$ cat src/rtl/maple_pkg.sv
// Shared encodings for the Maple bus transmit scheduler: one-hot FSM states,
// header byte indices and header field positions.
package maple_pkg;

  typedef enum logic [6:0] {
    StIdle    = 7'b000_0001,
    StStart   = 7'b000_0010,
    StHeader  = 7'b000_0100,
    StPayload = 7'b000_1000,
    StCrc     = 7'b001_0000,
    StDrain   = 7'b010_0000,
    StDone    = 7'b100_0000
  } state_e;

  // Wire order of the header bytes
  localparam logic [1:0] HdrIdxLen = 2'd0;
  localparam logic [1:0] HdrIdxSrc = 2'd1;
  localparam logic [1:0] HdrIdxDst = 2'd2;
  localparam logic [1:0] HdrIdxCmd = 2'd3;

  localparam int unsigned HdrLenLsb = 0;
  localparam int unsigned HdrSrcLsb = 8;
  localparam int unsigned HdrDstLsb = 16;
  localparam int unsigned HdrCmdLsb = 24;

  function automatic logic [7:0] hdr_byte(input logic [31:0] hdr, input logic [1:0] idx);
    logic [7:0] b;
    case (idx)
      HdrIdxLen: b = hdr[HdrLenLsb +: 8];
      HdrIdxSrc: b = hdr[HdrSrcLsb +: 8];
      HdrIdxDst: b = hdr[HdrDstLsb +: 8];
      default:   b = hdr[HdrCmdLsb +: 8];
    endcase
    return b;
  endfunction

endpackage

$ cat src/rtl/maple_rr_arbiter.sv
// Two-way round-robin arbiter; the pointer moves past the winner only when the
// grant is accepted.
module maple_rr_arbiter (
  input  logic       clk,
  input  logic       reset,
  input  logic [1:0] req_i,
  input  logic       accept_i,
  output logic       gnt_valid_o,
  output logic       gnt_id_o
);

  logic ptr_q;

  assign gnt_valid_o = |req_i;
  // With a single requester it wins outright; the pointer only breaks ties
  assign gnt_id_o    = (req_i == 2'b11) ? ptr_q : req_i[1];

  always_ff @(posedge clk or posedge reset) begin
    if (reset) begin
      ptr_q <= 1'b0;
    end else if (accept_i) begin
      ptr_q <= ~gnt_id_o;
    end
  end

endmodule

$ cat src/rtl/maple_tx_scheduler.sv
// Maple bus transmit scheduler: arbitrates two frame requesters, then streams
// header, payload and XOR checksum bytes over the transmitter handshake.
module maple_tx_scheduler
  import maple_pkg::*;
#(
  parameter int unsigned LEN_W = 8,
  parameter int unsigned CNT_W = 10
) (
  input  logic        clk,
  input  logic        reset,
  input  logic [1:0]  req_valid,
  input  logic [63:0] req_hdr,
  output logic [1:0]  req_ack,
  input  logic [15:0] pl_data,
  input  logic [1:0]  pl_valid,
  output logic [1:0]  pl_ready,
  output logic        tx_enable,
  output logic [7:0]  tx_data,
  input  logic        tx_next,
  input  logic        tx_busy,
  output logic        busy,
  output logic        grant_id,
  output logic        done,
  output logic        underrun
);

  state_e           state_q;
  logic             gid_q;
  logic [31:0]      hdr_q;
  logic [1:0]       hidx_q;
  logic [CNT_W-1:0] tx_cnt_q;
  logic [CNT_W-1:0] acc_cnt_q;
  logic [7:0]       txd_q;
  logic [7:0]       csum_q;
  logic [7:0]       hold_q;
  logic             hold_v_q;
  logic             und_q;

  logic             gnt_valid;
  logic             gnt_id;
  logic             grant;
  logic [31:0]      sel_hdr;
  logic [CNT_W-1:0] pl_len;
  logic             len_zero;
  logic             fetch_state;
  logic             consume;
  logic             pl_room;
  logic             pl_fire;
  logic [7:0]       pl_byte;
  logic [7:0]       cur_byte;

  maple_rr_arbiter u_arb (
    .clk         (clk),
    .reset       (reset),
    .req_i       (req_valid),
    .accept_i    (grant),
    .gnt_valid_o (gnt_valid),
    .gnt_id_o    (gnt_id)
  );

  assign grant    = (state_q == StIdle) && gnt_valid;
  assign sel_hdr  = gnt_id ? req_hdr[63:32] : req_hdr[31:0];
  assign pl_len   = CNT_W'({hdr_q[HdrLenLsb +: LEN_W], 2'b00});
  assign len_zero = (hdr_q[HdrLenLsb +: LEN_W] == '0);

  // Payload may be prefetched into the holding register from START onwards
  assign fetch_state = (state_q == StStart) || (state_q == StHeader) || (state_q == StPayload);
  assign consume     = (state_q == StPayload) && tx_next;
  assign pl_room     = fetch_state && (acc_cnt_q != pl_len) && (!hold_v_q || consume);
  assign pl_fire     = pl_room && pl_valid[gid_q];
  assign pl_byte     = gid_q ? pl_data[15:8] : pl_data[7:0];
  assign cur_byte    = hold_v_q ? hold_q : 8'h00;

  always_comb begin
    req_ack = 2'b00;
    if (grant && !reset) begin
      req_ack[gnt_id] = 1'b1;
    end
    pl_ready = 2'b00;
    pl_ready[gid_q] = pl_room;
  end

  assign tx_enable = (state_q == StStart) || (state_q == StHeader) ||
                     (state_q == StPayload) || (state_q == StCrc);
  assign tx_data   = (state_q == StPayload) ? cur_byte : txd_q;
  assign busy      = (state_q != StIdle);
  assign grant_id  = gid_q;
  assign done      = (state_q == StDone);
  assign underrun  = done && und_q;

  always_ff @(posedge clk or posedge reset) begin
    if (reset) begin
      state_q   <= StIdle;
      gid_q     <= 1'b0;
      hdr_q     <= '0;
      hidx_q    <= HdrIdxLen;
      tx_cnt_q  <= '0;
      acc_cnt_q <= '0;
      txd_q     <= '0;
      csum_q    <= '0;
      hold_q    <= '0;
      hold_v_q  <= 1'b0;
      und_q     <= 1'b0;
    end else begin
      unique case (state_q)
        StIdle: begin
          if (gnt_valid) begin
            state_q  <= StStart;
            gid_q    <= gnt_id;
            hdr_q    <= sel_hdr;
            txd_q    <= hdr_byte(sel_hdr, HdrIdxLen);
            hidx_q   <= HdrIdxLen;
            csum_q   <= '0;
            tx_cnt_q <= '0;
            und_q    <= 1'b0;
          end
        end
        StStart: begin
          if (tx_busy) state_q <= StHeader;
        end
        StHeader: begin
          if (tx_next) begin
            csum_q <= csum_q ^ txd_q;
            if (hidx_q == HdrIdxCmd) begin
              if (len_zero) begin
                state_q <= StCrc;
                txd_q   <= csum_q ^ txd_q;
              end else begin
                state_q <= StPayload;
              end
            end else begin
              hidx_q <= hidx_q + 2'd1;
              txd_q  <= hdr_byte(hdr_q, hidx_q + 2'd1);
            end
          end
        end
        StPayload: begin
          if (tx_next) begin
            csum_q   <= csum_q ^ cur_byte;
            tx_cnt_q <= tx_cnt_q + CNT_W'(1);
            if (!hold_v_q) und_q <= 1'b1;
            if (tx_cnt_q == pl_len - CNT_W'(1)) begin
              state_q <= StCrc;
              txd_q   <= csum_q ^ cur_byte;
            end
          end
        end
        StCrc: begin
          if (tx_next) begin
            state_q <= StDrain;
            txd_q   <= '0;
          end
        end
        StDrain: begin
          if (!tx_busy) state_q <= StDone;
        end
        StDone: begin
          state_q <= StIdle;
        end
        default: state_q <= StIdle;
      endcase

      if (grant) begin
        hold_v_q  <= 1'b0;
        acc_cnt_q <= '0;
      end else if (pl_fire) begin
        hold_v_q  <= 1'b1;
        hold_q    <= pl_byte;
        acc_cnt_q <= acc_cnt_q + CNT_W'(1);
      end else if (consume) begin
        hold_v_q <= 1'b0;
      end
    end
  end

endmodule
$ cat config.mk
export PLATFORM = sky130hd
export DESIGN_NAME = maple_tx_scheduler
export DESIGN_NICKNAME = d
export VERILOG_FILES = /design/src/rtl/maple_pkg.sv /design/src/rtl/maple_rr_arbiter.sv /design/src/rtl/maple_tx_scheduler.sv
export SDC_FILE = /design/constraint.sdc
export NUM_CORES = 1
export LEC_CHECK = 0
export ABC_AREA = 1
export ABC_CLOCK_PERIOD_IN_PS = 4100
export CORE_MARGIN = 10
export CORE_UTILIZATION = 45
export CTS_CLUSTER_DIAMETER = 30
export DETAILED_ROUTE_END_ITERATION = 6
export PLACE_DENSITY = 0.7
export RECOVER_POWER = 100
export SLEW_MARGIN = 25
export SYNTH_ARGS = -nofsm -noshare
export SYNTH_HDL_FRONTEND = slang
export SYNTH_SLANG_ARGS = --single-unit
export TNS_END_PERCENT = 100
$ cat constraint.sdc
create_clock -name clk -period 4.1 [get_ports clk]
set_input_delay 0.615 -clock clk [delete_from_list [all_inputs] [get_ports clk]]
set_output_delay 0.615 -clock clk [all_outputs]
set_load 0.01 [all_outputs]
-- Yosys cells after proc, flatten, opt, wreduce, memory -nomap -nowiden
Index checks and enable logic that the tools add are counted.
- register bits: 89
- logic and storage cells: 133
- bits of input ports: 88
- output and inout bits: 17
- add/subtract/negate cells: 4
- bitwise gates (word level): 5
- mux-type cells: 51
- eq/ne operators: 25
- order comparisons: 4
- reductions and logical operators: 32
- operators by type and width (kind ; number):
    two-way mux 8 bit ; 13
    two-way mux 7 bit ; 8
    case mux 8 bit (3 select lines) ; 2
    case mux 7 bit (6 select lines) ; 1
    two-way mux 10 bit ; 4
    two-way mux 32 bit ; 1
    case mux 8 bit (4 select lines) ; 1
    adder 10 x 1 -> 10 bit, second input constant ; 2
    case mux 10 bit (2 select lines) ; 1
    inequality test 2 bit, second input constant ; 8
    bitwise XOR 8 bit ; 2
    AND reduction 4 bit ; 3
    two-way mux 1 bit ; 11
    == test 10 bit ; 1
    inequality test 10 bit ; 1
    subtractor 10 x 1 -> 10 bit, second input constant ; 1
    logical AND 1 bit ; 9
    logical NOT 8 bit ; 1
    two-way mux 2 bit ; 4
    AND reduction 8 bit ; 1
    == test 7 x 1 -> 1 bit, second input constant ; 1
    == test 7 x 2 -> 1 bit, second input constant ; 1
    == test 7 x 3 -> 1 bit, second input constant ; 1
    == test 7 x 4 -> 1 bit, second input constant ; 1
    other kinds (27) ; 42

-- Logic depth before layout (Yosys ltp)
- depth in word-level cells: 8
- gate-level depth with buffers: 15

-- Cells and area by module
A second synthesis with hierarchy kept.
- cell total of the unflattened synthesis: 773
- area, all modules: 5755.5 µm²
- by module, submodules not included (module ; cells each ; area each (µm²) ; times used):
    maple_tx_scheduler ; 763 ; 5691.7 ; 1
    maple_rr_arbiter ; 10 ; 63.8 ; 1

-- Least setup slack after synthesis
Ideal clock, no wire load.
- kind: register to output
- start point: register state_q[0]
- end point: output tx_data[5]
- path buffers: 2
- stages on the path, launching flop included: 9
- arrival time: 1539 ps
- path slack: 1946 ps
- path through: dfstp_2 -> inv_1 -> nand2_1 -> nor3_2 -> nand2_2 -> clkbuf_1 -> clkbuf_1 -> nand2_1 -> o21ai_0
- cells in the longest elaborated chain, start to end: 2
- RTL lines (item ; RTL line ; source):
    start: declaration ; maple_tx_scheduler.sv:27 ; state_e state_q;
    start signal: assignment ; maple_tx_scheduler.sv:93 ; state_q <= StIdle;
    start signal: assignment ; maple_tx_scheduler.sv:108 ; state_q <= StStart;
    start signal: assignment ; maple_tx_scheduler.sv:119 ; if (tx_busy) state_q <= StHeader;
    == test 7 x 4 -> 1 bit ; maple_tx_scheduler.sv:85 ; assign tx_data = (state_q == StPayload) ? cur_byte : txd_q;
    two-way mux 8 bit ; maple_tx_scheduler.sv:85 ;
    end: declaration ; maple_tx_scheduler.sv:18 ; output logic [7:0] tx_data,
No other way between the ends.

-- Final worst setup path
- start point: register state_q[0]
- end point: output pl_ready[0]
- cells in the longest elaborated chain, start to end: 6
- RTL lines (item ; RTL line ; source):
    == test 7 x 2 -> 1 bit or == test 7 x 3 -> 1 bit (tied branches) ; maple_tx_scheduler.sv:67 ; assign fetch_state = (state_q == StStart) || (state_q == StHeader) || (state_q == StPayload);
    logical OR 1 bit (2 in a row) ; maple_tx_scheduler.sv:67 ;
    logical AND 1 bit ; maple_tx_scheduler.sv:69 ; assign pl_room = fetch_state && (acc_cnt_q != pl_len) && (!hold_v_q || consume);
    logical AND 1 bit * ; maple_tx_scheduler.sv:69 ;
    bitwise AND 2 bit (no source line) * ; - ;
    end: declaration ; maple_tx_scheduler.sv:16 ; output logic [1:0] pl_ready,
Mark *: on every way between the ends. The rest lies on a longest branch, timed or not.

==> reports/qor.yml <==
firstDrtPassIters: 5
r2r_start: "state_q[0]"
gp_congestion: 0.917
ys_warn_count: 0
cp_max_fo: 22
vias: 5602
synth_flop_cell: "dfrtp_1"
die-width_um: 132
async_reset_ff_share_pct: 100
slew_headroom_pct: -44.3
ir_worst_vdd_mv: 0.235
synth.ff_latch_count: 89
nets: 965
power_density_mw_per_mm2: 594
maxCapViolCount: 2
synth_cell_types: 44
fin_crit_sh_pct: 89.9
syn_nets: 877
violations: "max-capacitance violations, max-slew violations"
start_kind: "flop"
cts_resized: 0
synth.cell_area_sq_mm: 0.00566
num_rows: 40
viasPerCell: 5.39
clkPwrFrac_pct: 20.2
synth_top_area_cell: "dfrtp_1"
endpoint: "pl_ready[0]"
detail_route.wl_per_cell_um: 16.1
fmax_mhz: 271
drc: 0
final_common_cell: "nand2_1"
switching_share_pct: 43.5
rr_endpoint: "txd_q[5]"
clock_path_buffers: 2
setup_viol: 0
clk_pin_slew_ns: 0.06
internal-power_w: 0.00235
hold_path_startpoint: "hold_q[2]"
ys_top_cells_by_area: "dfrtp_1, nand2_1, nand3_1, inv_1, o21ai_0"
fp.dieH_um: 132
cts.sinks: 89
grt_pass1_vias: 5556
hp-class: "flop to flop"
outcome: "finished with violations"
cp-startpoint: "state_q[0]"
post_cts_buffers: 0
antenna_found_initial: 0
synth.top_cell.area_share_pct: 38.9
mostFrequentLayoutCells: "nand2_1, dfrtp_1, clkdlybuf4s50_1, nand3_1, inv_1"
pin_count: 105
area_growth_pct: 23.6
required_ns: 3.48
cts_tree: "done"
synth_edf_count: 0
end_kind: "primary output"
grt_pass1_wl_um: 27400
final_hold_viol_count: 0
port_buffers: 104
power_w: 0.00416
ys_seq_area_share_pct: 39.3
drtIter0Drc: 453
worst_slew_pin_slew_ns: 2.16
rsz0062_at_grt: "no"
wirelength_um: 16700
critPathKind: "flop to primary output"
seq_power_share_pct: 35.2
whs_ns: 0.490
diodes: 0
cts_inserted_buffers: 9
grt_overflow: 0
h-tree-depth: 3
r2r_cells: 11
cts-hold-fix-buffers: 0
core_sq_mm: 0.0122
pre_cts_slack_ns: 0.897
power.leakage_nw: 3.34
clock_latency_ns: 0.35
syn_area_per_cell_sq_um: 7.27
p_comb_share_pct: 44.6
grt_use_total_pct: 19.1
finalSetupTns_ns: 0
period_minus_slack_ns: 3.68
crit_arrival_ns: 3.07
grt_max_degree: 47
slew_violations: 92
initial_core_util_pct: 46.6
finClkSkew_ns: 0.00763
ant_nets: 0
r2r_slack_ns: 0.54
fin_util_pct: 57.6
hpwl_um: 13000
power_switching_w: 0.00181
nFillCells: 1149
finalWorstSetupSlack_ns: 0.415
die_area_sq_mm: 0.0175
drive_above_1_share_pct: 4.82
synthCells: 779
cts_root_buf: "clkbuf_16"
## worst max-delay path, cell delays in order, from the launching register on
cell and delay, ns:
dfstp_1 0.39, inv_1 0.09, nand2_1 0.09, nor3_1 0.19
nand2_2 0.31, clkinv_2 0.31, nand2_1 0.17, nand2_1 0.10
nand2_1 0.11, nor2_4 0.26, inv_2 0.06, nor2_1 0.08
clkdlybuf4s50_1 0.55
## Yosys cell counts, types with 2 or more instances
| master | count |
|---|---|
| nand2_1 | 279 |
| dfrtp_1 | 88 |
| nand3_1 | 77 |
| inv_1 | 58 |
| o21ai_0 | 37 |
| nor2_1 | 33 |
| xor2_1 | 21 |
| nand4_1 | 17 |
| a21oi_1 | 16 |
| inv_2 | 15 |
| o21ai_1 | 15 |
| clkbuf_1 | 14 |
| xnor2_1 | 12 |
| buf_2 | 10 |
| ha_1 | 10 |
| o2111ai_1 | 9 |
| mux2i_1 | 8 |
| nor3_1 | 8 |
| o21ai_2 | 8 |
| nand2_4 | 4 |
| nor2_2 | 4 |
| buf_6 | 3 |
| nand2_2 | 3 |
| nor3_2 | 3 |
| o31ai_1 | 3 |
| and3_1 | 2 |
| buf_1 | 2 |
| nand3b_1 | 2 |
| nor4_1 | 2 |
| o22ai_1 | 2 |
## cells by family after synthesis
group,Yosys count,synth area share [%]
flip-flops,89,39.3
adder cells (fa/ha/maj),10,2.21
multiplexers,8,1.41
XOR/XNOR,33,5.10
buffers and inverters,106,7.80
AO/OA/AOI/OAI,95,10.2
AND/OR/NAND/NOR,438,33.9
## power groups by stage
| stage | clock, W | combinational (W) | sequential, W |
|---|---|---|---|
| 6_report | 0.000841 | 0.00186 | 0.00146 |
| 5_1_grt | 0.000887 | 0.00210 | 0.00150 |
| 4_1_cts | 0.000852 | 0.00193 | 0.00146 |
| 3_5_place_dp | 0 | 0.00192 | 0.00147 |
| 3_3_place_gp | 0 | 0.00189 | 0.00146 |
| 2_1_floorplan | 0 | 0.00140 | 0.00134 |
## worst min path at each step
stage	to	slack, ns	cells after the start
6_report	hold_q[2]	0.49	2
5_1_grt	hold_q[2]	0.52	2
4_1_cts	hold_q[2]	0.49	2
3_5_place_dp	hold_q[2]	0.48	2
3_3_place_gp	hold_q[4]	0.47	2
2_1_floorplan	hold_q[1]	0.45	2
## flip-flops by register name, indices dropped and copies added (netlist names)
name and flops:
hold_v_q 1, hdr_q 32, u_arb.ptr_q 1, acc_cnt_q 10, hold_q 8, und_q 1, grant_id 1, txd_q 8
tx_cnt_q 10, csum_q 8, state_q 7, hidx_q 2
## layer usage
metal	wire length, um	GRT usage (%)	vias up
met2	8040	31.6	178
li1	-	-	2711
met4	454	7.76	0
met1	7220	23.8	2684
met3	1020	3.89	29
met5	0	0	-
## layout make-up
| cell class | count | area (sq um) | area share [%] |
|---|---|---|---|
| multi-input combinational | 584 | 2920 | 41.7 |
| sequential | 89 | 2230 | 31.8 |
| timing repair buffer | 108 | 1060 | 15.1 |
| inverter | 75 | 287 | 4.09 |
| clock buffer | 12 | 256 | 3.66 |
| tap | 168 | 210 | 3.00 |
| clock inverter | 3 | 40.0 | 0.572 |
## stage by stage
stage	instance area, sq um	instances
floorplan	5660	779
CTS	7090	1039
global route	7000	1039
detailed placement	6800	1024
global placement	6800	1024
finish	7000	1039
No activity file was read; power rests on OpenSTA's default activity.
